File: config.mk
export PLATFORM = sky130hd
export DESIGN_NAME = btn_debounce_core
export DESIGN_NICKNAME = d
export VERILOG_FILES = /design/src/rtl/btn_debounce_core.sv
export SDC_FILE = /design/constraint.sdc
export NUM_CORES = 1
export LEC_CHECK = 0
export CORE_ASPECT_RATIO = 1.2
export CORE_MARGIN = 1.5
export CORE_UTILIZATION = 58
export CTS_BUF_LIST = sky130_fd_sc_hd__clkbuf_8
export CTS_CLUSTER_DIAMETER = 40
export CTS_CLUSTER_SIZE = 12
export DETAILED_ROUTE_END_ITERATION = 8
export HOLD_SLACK_MARGIN = 0.02
export PLACE_DENSITY = 0.89
export SYNTH_ARGS = -nofsm -noshare
export SYNTH_HDL_FRONTEND = slang
export SYNTH_SLANG_ARGS = --single-unit
File: constraint.sdc
create_clock -name clk -period 6.2 [get_ports clk]
set_input_delay 1.24 -clock clk [delete_from_list [all_inputs] [get_ports clk]]
set_output_delay 1.24 -clock clk [all_outputs]
set_load 0.02 [all_outputs]
File: src/rtl/btn_debounce_core.sv
`default_nettype none
// ============================================================================
//  Module   : btn_debounce_core
//  Purpose  : MMIO slot core for the push buttons. Each raw pin passes through
//             a two-flop synchronizer and a per-bit debounce FSM. A low-to-high
//             debounced change latches a sticky rise event (write-1-to-clear)
//             and bumps an 8-bit press counter.
//  Revision : 1.0  initial release
// ----------------------------------------------------------------------------
//  Ports
//    clk      in   1   system clock
//    reset_n  in   1   asynchronous active-low reset
//    cs       in   1   slot chip select
//    read     in   1   read strobe (rd_data does not depend on it)
//    write    in   1   write strobe, qualified by cs
//    addr     in   5   register address, only addr[2:0] decoded
//    wr_data  in  32   write data
//    rd_data  out 32   combinational read data
//    btn_raw  in   W   asynchronous button pins
//  Register map (addr[2:0])
//    0 R  debounced levels      1 R  sticky rise events
//    2 W  rise W1C              3 R  press count / W clears it
//    4 R  sticky fall events    5 W  fall W1C   (only with BTN_DB_FALL_EN)
//  Build option
//    BTN_DB_FALL_EN : adds the sticky fall register at addrs 4/5.
//  Parameters: W <= 31, TICK_CNT >= 2, DB_TICKS in 1..15.
// ============================================================================
module btn_debounce_core #(
  parameter int W        = 5,
  parameter int TICK_CNT = 100_000,
  parameter int DB_TICKS = 10
) (
  input  logic         clk,
  input  logic         reset_n,
  input  logic         cs,
  input  logic         read,
  input  logic         write,
  input  logic [4:0]   addr,
  input  logic [31:0]  wr_data,
  output logic [31:0]  rd_data,
  input  logic [W-1:0] btn_raw
);

  localparam int            TW        = (TICK_CNT > 1) ? $clog2(TICK_CNT) : 1;
  localparam logic [TW-1:0] TICK_LAST = TW'(TICK_CNT - 1);
  localparam logic [3:0]    SC_LAST   = 4'(DB_TICKS - 1);

  typedef enum logic [1:0] {
    ZERO  = 2'd0,
    WAIT1 = 2'd1,
    ONE   = 2'd2,
    WAIT0 = 2'd3
  } db_state_e;

  // Two-flop synchronizer.
  logic [W-1:0] sync_q;
  logic [W-1:0] btn_s_q;

  always_ff @(posedge clk or negedge reset_n) begin
    if (!reset_n) begin
      sync_q  <= '0;
      btn_s_q <= '0;
    end else begin
      sync_q  <= btn_raw;
      btn_s_q <= sync_q;
    end
  end

  // Free-running sample tick generator.
  logic [TW-1:0] tick_cnt_q;
  logic [TW-1:0] tick_cnt_d;
  logic          w_tick;

  assign w_tick     = (tick_cnt_q == TICK_LAST);
  assign tick_cnt_d = w_tick ? '0 : tick_cnt_q + 1'b1;

  always_ff @(posedge clk or negedge reset_n) begin
    if (!reset_n) tick_cnt_q <= '0;
    else          tick_cnt_q <= tick_cnt_d;
  end

  // Per-bit debounce FSM.
  logic [W-1:0] w_db;
  logic [W-1:0] w_rise_set;
`ifdef BTN_DB_FALL_EN
  logic [W-1:0] w_fall_set;
`endif

  for (genvar gi = 0; gi < W; gi++) begin : g_bit
    db_state_e  state_q;
    db_state_e  state_d;
    logic [3:0] sc_q;
    logic [3:0] sc_d;
    logic       rise_hit;
`ifdef BTN_DB_FALL_EN
    logic       fall_hit;
`endif

    always_ff @(posedge clk or negedge reset_n) begin
      if (!reset_n) begin
        state_q <= ZERO;
        sc_q    <= '0;
      end else begin
        state_q <= state_d;
        sc_q    <= sc_d;
      end
    end

    // A level reversal in a WAIT state always wins over a pending tick.
    always_comb begin
      state_d  = state_q;
      sc_d     = sc_q;
      rise_hit = 1'b0;
`ifdef BTN_DB_FALL_EN
      fall_hit = 1'b0;
`endif
      case (state_q)
        ZERO: begin
          if (btn_s_q[gi]) begin
            state_d = WAIT1;
            sc_d    = '0;
          end
        end
        WAIT1: begin
          if (!btn_s_q[gi]) begin
            state_d = ZERO;
          end else if (w_tick) begin
            if (sc_q == SC_LAST) begin
              state_d  = ONE;
              rise_hit = 1'b1;
            end else begin
              sc_d = sc_q + 4'd1;
            end
          end
        end
        ONE: begin
          if (!btn_s_q[gi]) begin
            state_d = WAIT0;
            sc_d    = '0;
          end
        end
        WAIT0: begin
          if (btn_s_q[gi]) begin
            state_d = ONE;
          end else if (w_tick) begin
            if (sc_q == SC_LAST) begin
              state_d  = ZERO;
`ifdef BTN_DB_FALL_EN
              fall_hit = 1'b1;
`endif
            end else begin
              sc_d = sc_q + 4'd1;
            end
          end
        end
        default: state_d = ZERO;
      endcase
    end

    assign w_db[gi]       = (state_q == ONE) || (state_q == WAIT0);
    assign w_rise_set[gi] = rise_hit;
`ifdef BTN_DB_FALL_EN
    assign w_fall_set[gi] = fall_hit;
`endif
  end

  // Sticky event registers and press counter. A new event in the same cycle
  // as a W1C of that bit leaves the bit set.
  logic         w_wr_en;
  logic [W-1:0] rise_q;
  logic [W-1:0] rise_d;
  logic [7:0]   press_cnt_q;
  logic [7:0]   press_cnt_d;
  logic [7:0]   w_rise_pop;

  assign w_wr_en = cs & write;

  always_comb begin
    w_rise_pop = '0;
    for (int k = 0; k < W; k++) w_rise_pop = w_rise_pop + {7'd0, w_rise_set[k]};
  end

  // A counter clear drops the old count but still counts presses that land
  // in the same cycle.
  always_comb begin
    rise_d = rise_q;
    if (w_wr_en && (addr[2:0] == 3'd2)) rise_d = rise_q & ~wr_data[W-1:0];
    rise_d      = rise_d | w_rise_set;
    press_cnt_d = (w_wr_en && (addr[2:0] == 3'd3)) ? 8'd0 : press_cnt_q;
    press_cnt_d = press_cnt_d + w_rise_pop;
  end

  always_ff @(posedge clk or negedge reset_n) begin
    if (!reset_n) begin
      rise_q      <= '0;
      press_cnt_q <= '0;
    end else begin
      rise_q      <= rise_d;
      press_cnt_q <= press_cnt_d;
    end
  end

`ifdef BTN_DB_FALL_EN
  logic [W-1:0] fall_q;
  logic [W-1:0] fall_d;

  always_comb begin
    fall_d = fall_q;
    if (w_wr_en && (addr[2:0] == 3'd5)) fall_d = fall_q & ~wr_data[W-1:0];
    fall_d = fall_d | w_fall_set;
  end

  always_ff @(posedge clk or negedge reset_n) begin
    if (!reset_n) fall_q <= '0;
    else          fall_q <= fall_d;
  end
`endif

  // Read mux: every source is a flop cleared by reset, so rd_data is 0 in reset.
  always_comb begin
    rd_data = '0;
    case (addr[2:0])
      3'd0: rd_data[W-1:0] = w_db;
      3'd1: rd_data[W-1:0] = rise_q;
      3'd3: rd_data[7:0]   = press_cnt_q;
`ifdef BTN_DB_FALL_EN
      3'd4: rd_data[W-1:0] = fall_q;
`endif
      default: rd_data = '0;
    endcase
  end

  // Inputs that carry no information for this slot.
  logic w_unused;
  assign w_unused = ^{read, addr[4:3], wr_data[31:W]};

endmodule

`default_nettype wire

======== Word-level counts from Yosys, hierarchy flattened ========
Index checks and enable logic that the tools add are counted.
operators by class
  $add $sub $neg .......................... 11
  bitwise logic cells ..................... 4
  reductions and logical operators ........ 23
  equality and inequality tests ........... 64
  multiplexer cells ....................... 105
operator list
  kind                                            number
  two-way mux 4 bit                               30
  two-way mux 2 bit                               40
  one-hot mux 4 bit (4 select lines)              5
  inequality test 3 bit (second input constant)   20
  inequality test 2 bit (second input constant)   20
  one-hot mux 2 bit (4 select lines)              5
  AND reduction 6 bit                             5
  adder 4 x 1 -> 4 bit (second input constant)    5
  == test 2 bit (second input constant)           10
  == test 4 bit (second input constant)           5
  two-way mux 1 bit                               20
  AND reduction 4 bit                             5
  adder 17 x 1 -> 17 bit (second input constant)  1
  == test 17 bit (second input constant)          1
  two-way mux 17 bit                              1
  one-hot mux 5 bit (3 select lines)              1
  == test 2 x 1 -> 1 bit (second input constant)  5
  zero test 2 bit                                 5
  adder 8 x 5 -> 8 bit                            1
  two-way mux 8 bit                               1
  == test 3 x 2 -> 1 bit (second input constant)  2
  adder 4 x 1 -> 5 bit                            1
  AND 5 bit                                       1
  logical OR 1 bit                                5
  other kinds (11)                                12
storage, ports and cells
  logic and storage cells ................. 222
  bits of input ports ..................... 47
  output and inout bits ................... 32
  bits in registers ....................... 70

======== Longest topological paths before layout ========
Gate-level depths: netlist of run 1.
  depth after elaboration ................. 10
  mapped depth ............................ 15
  depth with buffers taken out ............ 14

======== Worst setup path after synthesis of run 1 ========
No wires, ideal clock.
  kind .................................... reg2reg
  start point ............................. register tick_cnt_q[5]
  end point ............................... register press_cnt_q[6]
  buffers on the path ..................... 1
  path slack .............................. 2.286 ns
  setup time .............................. 0.121 ns
  period minus slack after synthesis ...... 3.914 ns
  cell stages (with the launch flop) ...... 15
  data arrival time ....................... 3.794 ns
  data required time ...................... 6.079 ns
  cell sequence ........................... dfrtp_1 or4b_4 nor4_4 buf_2 nand4_1 fa_1 fa_1 inv_1 ha_1 inv_1 fa_1 nor2b_1 o2111ai_1 xor2_1 nor2_1
between the ends
  cells in the longest elaborated chain, start to end .. 9
  elaborated cells on any way between the ends .. 21
  classes of those cells .................. 5 x add/sub; 1 x eq/ne; 15 x mux
RTL lines
  element                   line  text
  from (decl)               70    logic [TW-1:0] tick_cnt_q;
  from (signal assigned)    79    else tick_cnt_q <= tick_cnt_d;
  == test 17 bit (*)        74    assign w_tick = (tick_cnt_q == TICK_LAST);
  two-way mux 1 bit         127   end else if (w_tick) begin
  two-way mux 1 bit         125   if (!btn_s_q[gi]) begin
  two-way mux 1 bit         117   case (state_q)
  adder 1 x 1 -> 2 bit      180   for (int k = 0; k < W; k++) w_rise_pop = w_rise_pop + {7'd0, w_rise_set[k]};
  adder 2 x 1 -> 3 bit      180
  adder 3 x 1 -> 4 bit      180
  adder 4 x 1 -> 5 bit (*)  180
  adder 8 x 5 -> 8 bit (*)  190   press_cnt_d = press_cnt_d + w_rise_pop;
  via press_cnt_d[6]        173   logic [7:0] press_cnt_d;
  to (signal assigned)      199   press_cnt_q <= press_cnt_d;
  to (decl)                 172   logic [7:0] press_cnt_q;
The timed path passes the listed nets; every way through them passes the cells marked *.
A chain may end at the register's enable or synchronous reset.

======== Worst setup path after layout of run 1 ========
Ends and elaborated chain as after synthesis.

==> results by stage, run 1 <==
GRT:
- The via count of the first global-routing pass is 2737.
- The wire length of the first global-routing pass is 12.5 mm.
- Entering global routing, the biggest net connects 71 pins.
- The total global-route track usage is 22.0%.
- The initial antenna violation count came to 0.
- For this run the aggregate overflow at the end of global routing stands at 0.

Logic synthesis:
- The number of warnings reported in the yosys synthesis log is 0.
- After synthesis, the cell types taking the most area are dfrtp_1 45%, buf_4 4.8%, ha_1 4.8%.
- The post-synthesis sequential area ratio is 44.8%.
- Among all flip-flop cells after synthesis, the most frequent one is dfrtp_1.
- After technology mapping, the gate count stands at 396.
- The distinct cell type count after synthesis is 51.
- The biggest area consumer among synthesized cells is dfrtp_1.
- The netlist area before placement is 3910 um2.
- Yosys mapped a number of flops with a built-in enable equal to 0.
- The per-instance average area after synthesis is 9.86 um2.
- The number of flip-flops and latches in the synthesized netlist is 70.
- The async set-reset flop share out of synthesis is 100%.
- The area fraction of the dominant cell type after synthesis is 44.8%.

Setup path:
- By instance count, the cell type seen most on the critical path is fa_1.
- The critical path is of the register to register type.
- The critical path startpoint category is a register.
- The instance count on the critical path is 13.
- The endpoint arrival time on the critical path is 4.60 ns.
- For this run, the slowest stage of the critical path takes 0.62 ns.
- The data required time of the critical path is 6.44 ns.
- The largest delay contributor family on the critical path is simple AND/OR/NAND/NOR gates.
- In this run the worst path has a maximum fanout of 10.
- The endpoint of the most critical register-to-register path is press_cnt_q[6].
- The length in cells of the worst reg-to-reg path is 13.
- The minimum setup slack among reg-to-reg paths is 1.84 ns.
- The endpoint type of the worst setup path is a register.
- The worst reg2reg path startpoint is tick_cnt_q[5].
- The worst-path cell with the longest stage delay is nor4_4.
- Traced cell by cell, the critical path runs through or4b_4, nor4_4, nand4_1, fa_1, fa_1, inv_1, ha_1, inv_1, fa_1, nor2b_1, o2111ai_1, xor2_1, nor2_1.
- The count of buffer and inverter cells on the critical path is 2.

Timing:
- In the finished design, the share of the clock period the worst path needs comes to 70.3%.
- Setup repair after global routing left no endpoint under its margin.
- Setup violations remaining at the end of the flow were counted as 0.
- The count of final max-slew check failures is 0.
- The maximum clock frequency is 229 MHz.
- For the pin with the worst max-slew slack, the measured transition is 0.874 ns.
- The clock skew is 0.00918 ns.
- The number of endpoints with negative hold slack in the final report is 0.
- The routed design could run at a clock period as short as 4.36 ns.
- Summed over all failing endpoints, the final setup total negative slack is 0 ns.
- The normalized max-slew margin is 41.2%.

Clock tree:
- The number of buffers inserted during clock tree synthesis is 9.
- The post-CTS resize count is 0.
- At the later pin of the worst-skew pair, clock insertion delay measures 0.35 ns.
- The clock-pin slew of the registers on the worst-case setup and hold paths is 0.08 ns.
- The number of buffers between clock root and the deepest sink is 2.
- The CTS tree is yes.
- The number of buffers inserted for hold repair after clock tree synthesis is 0.
- In this run the post-CTS setup repair buffer count came out at 0.
- In this run the number of H-tree levels came out at 3.
- CTS placed an instance of clkbuf_8 at the clock tree root.
- The number of clock sinks seen by CTS is 70.

Detailed routing:
- The detailed router finished its first iteration with 180 violations.
- The total vias in the final route is 2922.
- In this run the remaining antenna-violating nets after routing total 0.
- The post-detailed-routing wire length is 7.43 mm.
- After detailed routing, the number of remaining DRC violations is 0.
- After detailed routing, the number of vias per cell comes to 5.73.
- The per-cell routed wire length is 14.6 um.
- The first-pass detailed-route iteration total is 5.

Die:
- The initial core utilization is 60.2%.
- The total number of placement rows is 32.
- The floorplan step defined a die boundary enclosing 7240 um2.
- The floorplan step set the die width to 77.9 um.
- The die span in y is 92.9 um.
- The core region area is 6490 um2.
- The top-level port count is 79.

Final layout:
- The filler cell count in the final layout is 477.
- In the final layout, the multi-input gates occupy 1910 um2.
- Once layout is complete, the cells apart from fillers number 510.
- After routing the design area is 4320 um2.
- Summing all flip-flop and latch instances after layout gives 1750 um2.
- The library cells used most frequently in the layout, excluding fill and tap cells, are 70 x dfrtp_1, 34 x nor2_1, 28 x a21oi_1.
- The growth of design area from synthesis to finish is 10.6%.
- Leaving out fill and tap cells, the most frequent cell in the layout is dfrtp_1.
- The post-route netlist has 8.71% of its cells at a drive strength greater than 1.
- The net count of the finished layout is 485.
- 0 antenna diodes ended up in the layout.

Place:
- After detailed placement, the total cell area comes to 4100 um2.
- Including well taps, the total number of placed cells is 494.
- The estimated wirelength of the detail-placed design is 5.15 mm.
- The count of buffers added on input and output ports is 24.
- The weighted congestion at the end of routability-driven global placement is 0.784.

Hold path:
- The worst hold path terminates at btn_s_q[3].
- The worst hold-check path type is register to register.
- The startpoint identified for the worst hold timing path is sync_q[3].
- The worst hold path passes through 0 cells.

Power and ir drop:
- Net switching is 24.3% of the power.
- The proportion of power drawn by flip-flops and latches is 50.1%.
- The clock network fraction of total power is 42.2%.
- The largest voltage drop on the vdd net is 0.000134 V.
- The power per standard cell area is 221 nW/um2.
- The total leakage power is 2.07 nW.
- The reported net switching power is 0.232 mW.
- The relative contribution of combinational cells to total power is 7.7%.
- The overall power is 0.956 mW.
- The internal portion of the total power is 0.724 mW.

Outcome:
- The run finished with clean final reports.

Job:
- The tool flagged a number of max-cap violations equal to 0.
[final cells by class]
cell class                 count  share of cell area, %
multi-input combinational    292                   44.3
sequential                    70                   40.5
timing repair buffer          26                   5.79
clock buffer                   9                   2.87
tap                           85                   2.46
clock inverter                 7                   2.26
inverter                      21                   1.82
[flip-flops by register name (all words and copies together) (netlist names), named ones only]
register	count
btn_s_q	5
g_bit.sc_q	20
g_bit.state_q	5
press_cnt_q	8
rise_q	5
sync_q	5
tick_cnt_q	17
[worst max path at each step]
| stage | from | to | slack, ns |
|---|---|---|---|
| global route | tick_cnt_q[0] | press_cnt_q[6] | 1.51 |
| CTS | tick_cnt_q[5] | press_cnt_q[6] | 1.84 |
| floorplan | tick_cnt_q[5] | press_cnt_q[6] | 2.29 |
| detailed placement | addr[1] | press_cnt_q[6] | 1.76 |
| global placement | addr[1] | press_cnt_q[6] | 1.92 |
| finish | tick_cnt_q[5] | press_cnt_q[6] | 1.84 |
[per-stage QoR]
stage	hold WS [ns]	utilization, %	worst slack (ns)
final	0.356	66.6	1.84
after global routing	0.358	66.6	1.51
after CTS	0.356	66.6	1.84
after detailed placement	0.339	63.2	1.76
after global placement	0.335	63.2	1.92
after floorplan	0.331	-	2.29
[per-layer routing]
| layer | vias up | part of all wire, % | track usage [%] |
|---|---|---|---|
| li1 | 1406 | - | - |
| met1 | 1441 | 43 | 27.2 |
| met2 | 64 | 51 | 36.5 |
| met3 | 11 | 3.8 | 4.93 |
| met4 | 0 | 2.1 | 10.1 |
| met5 | - | 0 | 0 |
[synth_stat cells (2+ instances only)]
cell	number
a22oi_1	5
mux2_2	10
nand2b_1	2
xnor2_1	10
buf_2	3
nor2_1	34
o21ai_0	10
and3_1	18
fa_1	3
and4_1	3
ha_1	15
clkbuf_1	6
xor2_1	13
inv_1	21
a21o_1	2
and2_1	2
or3_1	2
nand4_1	12
nor3b_1	2
a21oi_1	28
nor4_1	5
o211ai_1	2
nand4b_1	5
nor4b_1	3
nand3_1	19
buf_4	25
dfrtp_1	70
nor3_1	10
a211o_1	4
and3b_1	5
nand2_1	21
nor2b_1	7
[power groups by stage]
| stage | clock, mW | sequential [mW] | combinational, mW |
|---|---|---|---|
| 2_1_floorplan | 0 | 0.484 | 0.0569 |
| 3_3_place_gp | 0 | 0.487 | 0.0698 |
| 3_5_place_dp | 0 | 0.488 | 0.0727 |
| 4_1_cts | 0.411 | 0.479 | 0.0733 |
| 5_1_grt | 0.432 | 0.480 | 0.0812 |
| 6_report | 0.403 | 0.480 | 0.0734 |
[cells by family (layout without fill, tap and decap cells)]
| logic type | count (synthesis) | in the layout | synth area share, % |
|---|---|---|---|
| AND/OR/NAND/NOR | 159 | 159 | 23.2 |
| flip-flops | 70 | 70 | 44.8 |
| AO/OA/AOI/OAI | 57 | 57 | 8.81 |
| buffers and inverters | 57 | 63 | 8.42 |
| XOR/XNOR | 23 | 23 | 5.16 |
| adder cells (fa/ha/maj) | 18 | 18 | 6.34 |
| multiplexers | 11 | 11 | 3.14 |
| other | 1 | 24 | 0.0960 |
No activity file was read; power rests on OpenSTA's default activity.
==> run 2: changes to the inputs <==
--- a/config.mk
+++ b/config.mk
@@ -7,13 +7,13 @@
 export LEC_CHECK = 0
 export CORE_ASPECT_RATIO = 1.2
 export CORE_MARGIN = 1.5
-export CORE_UTILIZATION = 58
+export CORE_UTILIZATION = 48
 export CTS_BUF_LIST = sky130_fd_sc_hd__clkbuf_8
 export CTS_CLUSTER_DIAMETER = 40
 export CTS_CLUSTER_SIZE = 12
 export DETAILED_ROUTE_END_ITERATION = 8
 export HOLD_SLACK_MARGIN = 0.02
-export PLACE_DENSITY = 0.89
+export PLACE_DENSITY = 0.78
 export SYNTH_ARGS = -nofsm -noshare
 export SYNTH_HDL_FRONTEND = slang
 export SYNTH_SLANG_ARGS = --single-unit
==> constraint.sdc (replaced) <==
create_clock -name clk -period 3.5 [get_ports clk]
set_input_delay 0.7 -clock clk [delete_from_list [all_inputs] [get_ports clk]]
set_output_delay 0.7 -clock clk [all_outputs]
set_load 0.02 [all_outputs]
==> run 2 against run 1 <==
Net effect: the flow now finishes with violations (DRC, setup timing); combinational power rose by 91%; wire length is 16% higher; sequential cell count did not move; critical path depth increased by 1; maximum frequency up 10%; via count rose by 8.4%; global-route usage shrank 0.23 points; non-clock buffer count up 52; critical endpoint unchanged; first-iteration DRC count is 29% lower; clock power is 100% higher; largest power group unchanged.
==> results by stage, run 2 (synthesized netlist as in run 1, its figures left out) <==
Outcome:
- The run finished, with violations left.
- The checks that failed: DRC, setup timing.

Setup path:
- The worst register-to-register path begins at tick_cnt_q[13].
- The critical path startpoint category is a register.
- The endpoint arrival time on the critical path was 4.20 ns (-0.40 ns).
- The endpoint of the most critical register-to-register path is press_cnt_q[6].
- The minimum setup slack among reg-to-reg paths is -0.46 ns (-2.30 ns).
- The highest net fanout along the worst path came to 4 (-6).
- The length in cells of the worst reg-to-reg path came to 14 (+1).
- The worst setup path is captured at a register.
- The worst setup path is of the register to register kind.
- The data required time of the critical path is 3.74 ns (-2.70 ns).

Final layout:
- The cell area after layout is 4800 um2 (+11%).
- The fraction of final layout cells sized beyond drive strength 1 is 20.1% (+11 points).
- The growth of design area from synthesis to finish is 22.9%.
- The leading cell type in the layout, fill and taps excluded is dfrtp_1.
- The flip-flop count of the largest register, all copies and words added came to 20 (unchanged).
- The filler cell count in the final layout is 596 (+25%).
- The count of nets after finishing is 537 (+11%).
- More flip-flops sit in one register than any other, and that register is g_bit.sc_q.
- The largest registers in the layout are g_bit.sc_q: 20 flops, tick_cnt_q: 17 flops, press_cnt_q: 8 flops.
- The number of antenna cells inserted is 0 (unchanged).
- In the layout the commonest cells are 70 x dfrtp_1, 44 x buf_4, 34 x nor2_1.

Timing:
- The final critical path time including I/O delays and setup is 3.96 ns (-0.397 ns).
- The final critical-path share of the clock period was 113% (+43 points).
- The normalized max-slew margin came to 52.9% (+12 points).
- The number of endpoints with negative hold slack in the final report is 0 (unchanged).
- The clock skew is 0.0123 ns (+0.00312 ns).
- The maximum clock frequency is 252 MHz (+10%).
- Setup repair after global routing could not meet its margin everywhere.
- The smallest hold slack is 0.216 ns (-0.140 ns).
- The actual slew at the worst max-slew pin came to 0.701 ns (-0.173 ns).
- The count of final max-slew check failures was 0 (unchanged).
- The final setup violation count was 7 (+7).
- The minimum setup slack in the final design is -0.462 ns (-2.30 ns).
- The total negative setup slack is -2.27 ns (-2.27 ns).

Power and ir drop:
- The switching share of total power was 23.3% (-1.0 points).
- The power per standard cell area was 374 nW/um2 (+69%).
- The total leakage power is 2.35 nW (+14%).
- The reported net switching power is 0.418 mW (+80%).
- The internal power came to 1.38 mW (+90%).
- The largest voltage drop on the vdd net was 0.000217 V (+62%).
- The proportion of power drawn by flip-flops and latches came to 47.3% (-2.8 points).
- The relative contribution of combinational cells to total power is 7.8% (about the same).
- The clock network fraction of total power is 44.9% (+2.7 points).

GRT:
- The met3 capacity usage during global routing was 4.28% (-0.65 points).
- The total grt overflow is 0 (unchanged).
- The met1 global-route usage is 25.4% (-1.8 points).
- The most utilized layer in the global route result is met2.
- The wire length of the first global-routing pass is 14.7 mm (+18%).
- The largest net degree at the start of global routing is 38 (-46%).
- The via count of the first global-routing pass is 3219 (+18%).
- The total global-route track usage is 21.7% (-0.23 points).
- The initial antenna violation count is 0 (unchanged).
- The global routing met2 resource utilization came to 37.7% (+1.2 points).

Clock tree:
- The number of buffers inserted during clock tree synthesis is 9 (unchanged).
- The count of H-tree levels built during CTS is 3 (unchanged).
- The root buffer cell is clkbuf_8.
- The number of buffers between clock root and the deepest sink was 2 (unchanged).
- The CTS tree is yes.
- The clock-pin slew of the registers on the worst-case setup and hold paths is 0.08 ns (about the same).
- The insertion delay to the later sink of the worst-skew pair came to 0.35 ns (about the same).
- The number of clock sinks seen by CTS is 70 (unchanged).

Die:
- The initial core utilization is 50.1% (-10 points).
- The die span in y was 102 um (+9.6%).
- The floorplan die width is 85.4 um (+9.5%).
- The top-level port count is 79 (unchanged).
- The die footprint came to 8690 um2 (+20%).
- The total number of placement rows was 35 (+9.4%).
- The core region area came to 7790 um2 (+20%).

Hold path:
- The worst hold-check path type is input pin to asynchronous set/reset pin.

Place:
- The estimated wirelength of the detail-placed design is 5.52 mm (+7.3%).
- The number of port buffers is 24 (unchanged).
- The post-placement cell area is 4380 um2 (+6.9%).
- The weighted congestion at the end of routability-driven global placement is 0.789 (+0.64%).

Detailed routing:
- The first-pass detailed-route iteration total is 7 (+2).
- The post-detailed-route count of antenna-violating nets was 0 (unchanged).
- The iteration-0 DRC count of the detailed router is 128 (-29%).
- The DRC violation count after routing is 6 (+6).
- The post-detailed-routing wire length came to 8.64 mm (+16%).
- The per-cell routed wire length was 15.2 um (+4.2%).
- The total vias in the final route was 3168 (+8.4%).
- The average via count per standard cell is 5.57 (-2.8%).

Job:
- The number of violations of the max-capacitance limit is 0 (unchanged).
[run 2: cell type report]
| class | instances | area (um2) | area share, % |
|---|---|---|---|
| clock buffers | 10 | 138 | 2.87 |
| well taps | 92 | 115 | 2.40 |
| repair buffers | 78 | 678 | 14.1 |
| flip-flops and latches | 70 | 1750 | 36.5 |
| multi-input cells | 292 | 1930 | 40.2 |
| inverters | 21 | 78.8 | 1.64 |
| clock inverters | 6 | 110 | 2.29 |
[run 2: critical path, cell delays in order, from the launching register on]
cell       delay [ns]
dfrtp_1          0.39
or4b_4           0.56
nor4_4           0.42
buf_4            0.18
nand4_1          0.13
fa_1             0.52
fa_1             0.50
inv_1            0.08
ha_2             0.18
inv_2            0.04
fa_2             0.34
nor2b_2          0.14
o2111ai_1        0.14
xor2_1           0.16
nor2_1           0.05
[run 2: what timing repair did]
item / in CTS / in global routing
endpoints found under the setup margin: 7 / 8
pin swaps: 6 / 2
resized for setup: 16 / 0
hold buffers: 0 / 0
setup buffers: 19 / 2
[run 2: worst max-delay path by stage]
stage                     endpoint            from  slack, ns  cells past startpoint
floorplan           press_cnt_q[6]  tick_cnt_q[14]      -0.31                     14
global placement    press_cnt_q[6]  tick_cnt_q[14]      -0.35                     14
detailed placement  press_cnt_q[6]  tick_cnt_q[14]      -0.43                     14
CTS                 press_cnt_q[6]  tick_cnt_q[13]      -0.45                     14
global route        press_cnt_q[6]  tick_cnt_q[13]      -0.67                     13
finish              press_cnt_q[6]  tick_cnt_q[13]      -0.46                     14
[run 2: metrics by stage]
stage	setup WS (ns)	cells	utilization (%)	total power, mW
detailed placement	-0.425	536	56.2	0.998
global placement	-0.353	536	56.2	0.995
CTS	-0.454	571	61.8	1.80
floorplan	-0.307	419	-	0.958
global route	-0.673	569	61.6	1.86
finish	-0.462	569	61.6	1.79
[run 2: layer usage]
metal,routed length (um),vias to the layer above
li1,-,1501
met1,3560,1536
met5,0,-
met3,446,30
met4,314,0
met2,4320,101
[run 2: power by group through the flow]
stage	registers [mW]	clock network (mW)	logic, mW
floorplan	0.857	0	0.101
finish	0.849	0.805	0.140
CTS	0.848	0.812	0.139
global route	0.852	0.849	0.156
global placement	0.862	0	0.132
detailed placement	0.863	0	0.135
==> run 3: changes to the inputs <==
--- a/config.mk
+++ b/config.mk
@@ -5,15 +5,16 @@
 export SDC_FILE = /design/constraint.sdc
 export NUM_CORES = 1
 export LEC_CHECK = 0
+export ABC_AREA = 1
 export CORE_ASPECT_RATIO = 1.2
 export CORE_MARGIN = 1.5
-export CORE_UTILIZATION = 48
+export CORE_UTILIZATION = 49
 export CTS_BUF_LIST = sky130_fd_sc_hd__clkbuf_8
 export CTS_CLUSTER_DIAMETER = 40
 export CTS_CLUSTER_SIZE = 12
 export DETAILED_ROUTE_END_ITERATION = 8
 export HOLD_SLACK_MARGIN = 0.02
-export PLACE_DENSITY = 0.78
+export PLACE_DENSITY = 0.79
 export SYNTH_ARGS = -nofsm -noshare
 export SYNTH_HDL_FRONTEND = slang
 export SYNTH_SLANG_ARGS = --single-unit
==> run 3 against run 2 <==
Net effect: largest power group unchanged; the flow now finishes without violations; critical endpoint unchanged; via count grew 3.3%; synthesized cell count grew 19%; die area grew 2.7%; combinational power grew 100%; worst hold slack gained 0.13 ns.
==> results by stage, run 3 <==
Power and ir drop:
- The switching share of total power is 28.8% (+5.5 points).
- The internal power is 1.34 mW (-2.8%).
- The power per standard cell area is 377 nW/um2 (+0.91%).
- The largest voltage drop on the vdd net is 0.000198 V (-8.6%).
- The proportion of power drawn by flip-flops and latches came to 49.1% (+1.8 points).
- The relative contribution of combinational cells to total power is 15.0% (+7.2 points).
- The reported net switching power came to 0.541 mW (+30%).
- The overall power is 1.88 mW (+4.7%).
- The clock network fraction of total power came to 36.0% (-8.9 points).
- The total leakage power is 2.43 nW (+3.3%).

Timing:
- The clock skew is 0.00923 ns (-0.00307 ns).
- The final critical path time including I/O delays and setup came to 3.42 ns (-0.537 ns).
- The normalized max-slew margin is 36.0% (-17 points).
- The maximum clock frequency is 292 MHz (+16%).
- The number of endpoints with negative hold slack in the final report was 0 (unchanged).
- The final setup violation count is 0 (-7).
- The minimum setup slack in the final design is 0.0755 ns (+0.537 ns).
- Setup repair after global routing could not meet its margin everywhere.
- The count of final max-slew check failures came to 0 (unchanged).
- The total negative setup slack came to 0 ns (+2.27 ns).
- The final critical-path share of the clock period is 97.8% (-15 points).
- The actual slew at the worst max-slew pin came to 0.961 ns (+0.259 ns).

Logic synthesis:
- The most common cell in the synthesized netlist is nand2_1.
- The biggest area consumer among synthesized cells is dfrtp_1.
- The distinct cell type count after synthesis is 39 (-24%).
- The area fraction of the dominant cell type after synthesis is 42.7% (-2.1 points).
- The count of flip-flops with a built-in enable after synthesis is 0 (unchanged).
- The count of mapped cells out of synthesis was 473 (+19%).
- The post-synthesis sequential area ratio came to 42.7% (-2.1 points).
- The most used flip-flop cell after synthesis is dfrtp_1.
- The number of warnings reported in the yosys synthesis log is 0 (unchanged).
- The commonest cells after synthesis are 84 x nand2_1, 70 x dfrtp_1, 68 x inv_1.
- The async set-reset flop share out of synthesis is 100% (unchanged).
- The per-instance average area after synthesis is 8.67 um2 (-12%).
- The netlist area before placement is 4100 um2 (+4.9%).
- Sorting the synthesized cells by area gives the leading types as dfrtp_1 43%, nand2_1 7.7%, inv_1 6.2%.
- The number of flip-flops and latches in the synthesized netlist came to 70 (unchanged).

Clock tree:
- The clock-pin slew of the registers on the worst-case setup and hold paths is 0.08 ns (about the same).
- The count of H-tree levels built during CTS is 3 (unchanged).
- The insertion delay to the later sink of the worst-skew pair is 0.35 ns (about the same).
- The number of buffers inserted for hold repair after clock tree synthesis is 0 (unchanged).
- The number of buffers inserted during clock tree synthesis came to 9 (unchanged).
- The root buffer cell is clkbuf_8.
- The number of clock sinks seen by CTS is 70 (unchanged).
- The number of buffers between clock root and the deepest sink is 2 (unchanged).
- The CTS tree is yes.

Place:
- The post-place setup slack was -0.222 ns (+0.203 ns).
- The estimated wirelength of the detail-placed design is 6.07 mm (+10%).
- The count of placed standard cells including taps was 625 (+17%).
- The weighted congestion at the end of routability-driven global placement is 0.944 (+20%).
- The number of port buffers is 24 (unchanged).

Final layout:
- The count of nets after finishing is 621 (+16%).
- The fraction of final layout cells sized beyond drive strength 1 is 23.2% (+3.0 points).
- The growth of design area from synthesis to finish is 21.6%.
- The leading cell type in the layout, fill and taps excluded is nand2_1.
- The count of placed standard cells in the final layout, fillers left out is 656 (+15%).
- Counting flops per register, the top entry is g_bit.sc_q.
- The largest registers in the layout are g_bit.sc_q: 20 flops, tick_cnt_q: 17 flops, press_cnt_q: 8 flops.
- In the layout the commonest cells are 81 x nand2_1, 70 x dfrtp_1, 63 x inv_1.
- The flip-flop count of the largest register, all copies and words added came to 20 (unchanged).
- The number of antenna cells inserted came to 0 (unchanged).

Setup path:
- The length in cells of the worst reg-to-reg path was 19 (+5).
- The minimum setup slack among reg-to-reg paths is 0.08 ns (+0.54 ns).
- The endpoint arrival time on the critical path was 3.70 ns (-0.50 ns).
- The startpoint identified for the worst register-to-register timing path is tick_cnt_q[1].
- By startpoint and endpoint, the worst setup path is classified as register to register.
- The endpoint of the most critical register-to-register path is press_cnt_q[6].
- The highest net fanout along the worst path is 5 (+1).
- The data required time of the critical path was 3.78 ns (+0.04 ns).
- The critical path startpoint category is a register.
- STA classifies the critical path endpoint as a register.

GRT:
- The largest net degree at the start of global routing came to 42 (+11%).
- The total global-route track usage came to 20.3% (-1.5 points).
- The wire length of the first global-routing pass is 14.0 mm (-4.8%).
- The via count of the first global-routing pass came to 3312 (+2.9%).
- The total grt overflow is 0 (unchanged).
- The initial antenna violation count is 0 (unchanged).

Outcome:
- The flow ran to the end, and the final reports show no timing, DRC or antenna violations.

Detailed routing:
- The average via count per standard cell is 4.99 (-10%).
- The post-detailed-routing wire length is 8.22 mm (-4.9%).
- The iteration-0 DRC count of the detailed router is 112 (-13%).
- The per-cell routed wire length is 12.5 um (-17%).
- The post-detailed-route count of antenna-violating nets is 0 (unchanged).
- The first-pass detailed-route iteration total came to 4 (-3).
- The total vias in the final route is 3273 (+3.3%).
- The DRC violation count after routing was 0 (-6).

Die:
- The core region area is 8110 um2 (+4.0%).
- The total number of placement rows is 36 (+2.9%).
- The floorplan die width came to 86.5 um (+1.3%).
- The initial core utilization came to 50.6% (+0.44 points).
- The top-level port count is 79 (unchanged).
- The die footprint is 8920 um2 (+2.7%).
- The die span in y is 103 um (+1.3%).

Hold path:
- The startpoint of the worst hold path is sync_q[4].
- The end point of the worst hold path is btn_s_q[4].
- The worst hold-check path type is register to register.
- The number of stages on the worst hold path is 0.

Job:
- The number of violations of the max-capacitance limit is 0 (unchanged).
-- run 3: cell count changes after synthesis, sizes merged, moves of 12 or more --
cell	change
nand2	+67
a21oi	-20
and3	-18
nand3	+12
inv	+51
o21ai	+23
nor2	+24
-- run 3: critical path, cell delays in order (launching register included) --
cell and delay, ns:
dfrtp_1 0.35, ha_2 0.19, nand2_2 0.06, inv_2 0.06, nand2_2 0.05, inv_2 0.07, nand3_4 0.14, nor3_4 0.17
nand3_2 0.11, fa_1 0.58, fa_1 0.43, inv_2 0.08, ha_4 0.13, inv_2 0.04, fa_2 0.39, nor2_2 0.10
o21ai_2 0.07, nor3_2 0.14, nor2_1 0.06, a21oi_1 0.12
-- run 3: kinds of logic (layout without fill, tap and decap cells) --
logic type	Yosys count	after routing	synth area share, %
AO/OA/AOI/OAI	47	47	6.87
XOR/XNOR	23	23	4.91
adder cells (fa/ha/maj)	18	18	6.04
buffers and inverters	99	164	11.8
flip-flops	70	70	42.7
other	1	24	0.0915
AND/OR/NAND/NOR	215	215	27.5
-- run 3: worst max path at each step --
stage                  startpoint              to  slack [ns]
floorplan           tick_cnt_q[0]  press_cnt_q[6]       -0.08
global placement    tick_cnt_q[0]  press_cnt_q[6]       -0.12
detailed placement  tick_cnt_q[0]  press_cnt_q[6]       -0.22
CTS                 tick_cnt_q[0]  press_cnt_q[6]      -0.006
global route        tick_cnt_q[0]  press_cnt_q[6]       -0.10
finish              tick_cnt_q[1]  press_cnt_q[6]        0.08
-- run 3: power groups by stage --
stage                     Combinational [mW]  Clock [mW]  Sequential [mW]
after global routing                   0.324       0.723            0.929
final                                  0.281       0.676            0.922
after CTS                              0.284       0.691            0.920
after detailed placement               0.281           0            0.934
after global placement                 0.265           0            0.929
after floorplan                        0.215           0            0.919
-- run 3: metrics by stage --
step	area, um2	hold WS, ns	utilization [%]
floorplan	4190	0.331	-
global placement	4620	0.336	56.9
detailed placement	4620	0.335	56.9
CTS	4930	0.353	60.8
global route	4980	0.358	61.5
finish	4980	0.351	61.5
-- run 3: metal layers --
metal | up-vias | GRT usage (%) | routed length, um
met2 | 71 | 36.8 | 4380
li1 | 1609 | - | -
met4 | 0 | 11.3 | 254
met5 | - | 0 | 0
met3 | 26 | 3.41 | 270
met1 | 1567 | 22.6 | 3310
-- run 3: repair_timing --
item / in CTS / in global routing
gates resized for setup: 8 / 7
setup endpoints to repair: 2 / 4
pin swaps: 7 / 6
buffers inserted: 12 / 3
-- run 3: layout make-up --
type | count | area (um2)
multi-input combinational | 327 | 1990
timing repair buffer | 75 | 634
fill | 664 | 3130
clock buffer | 11 | 151
inverter | 73 | 274
clock inverter | 5 | 57.6
sequential | 70 | 1750
tap | 95 | 119
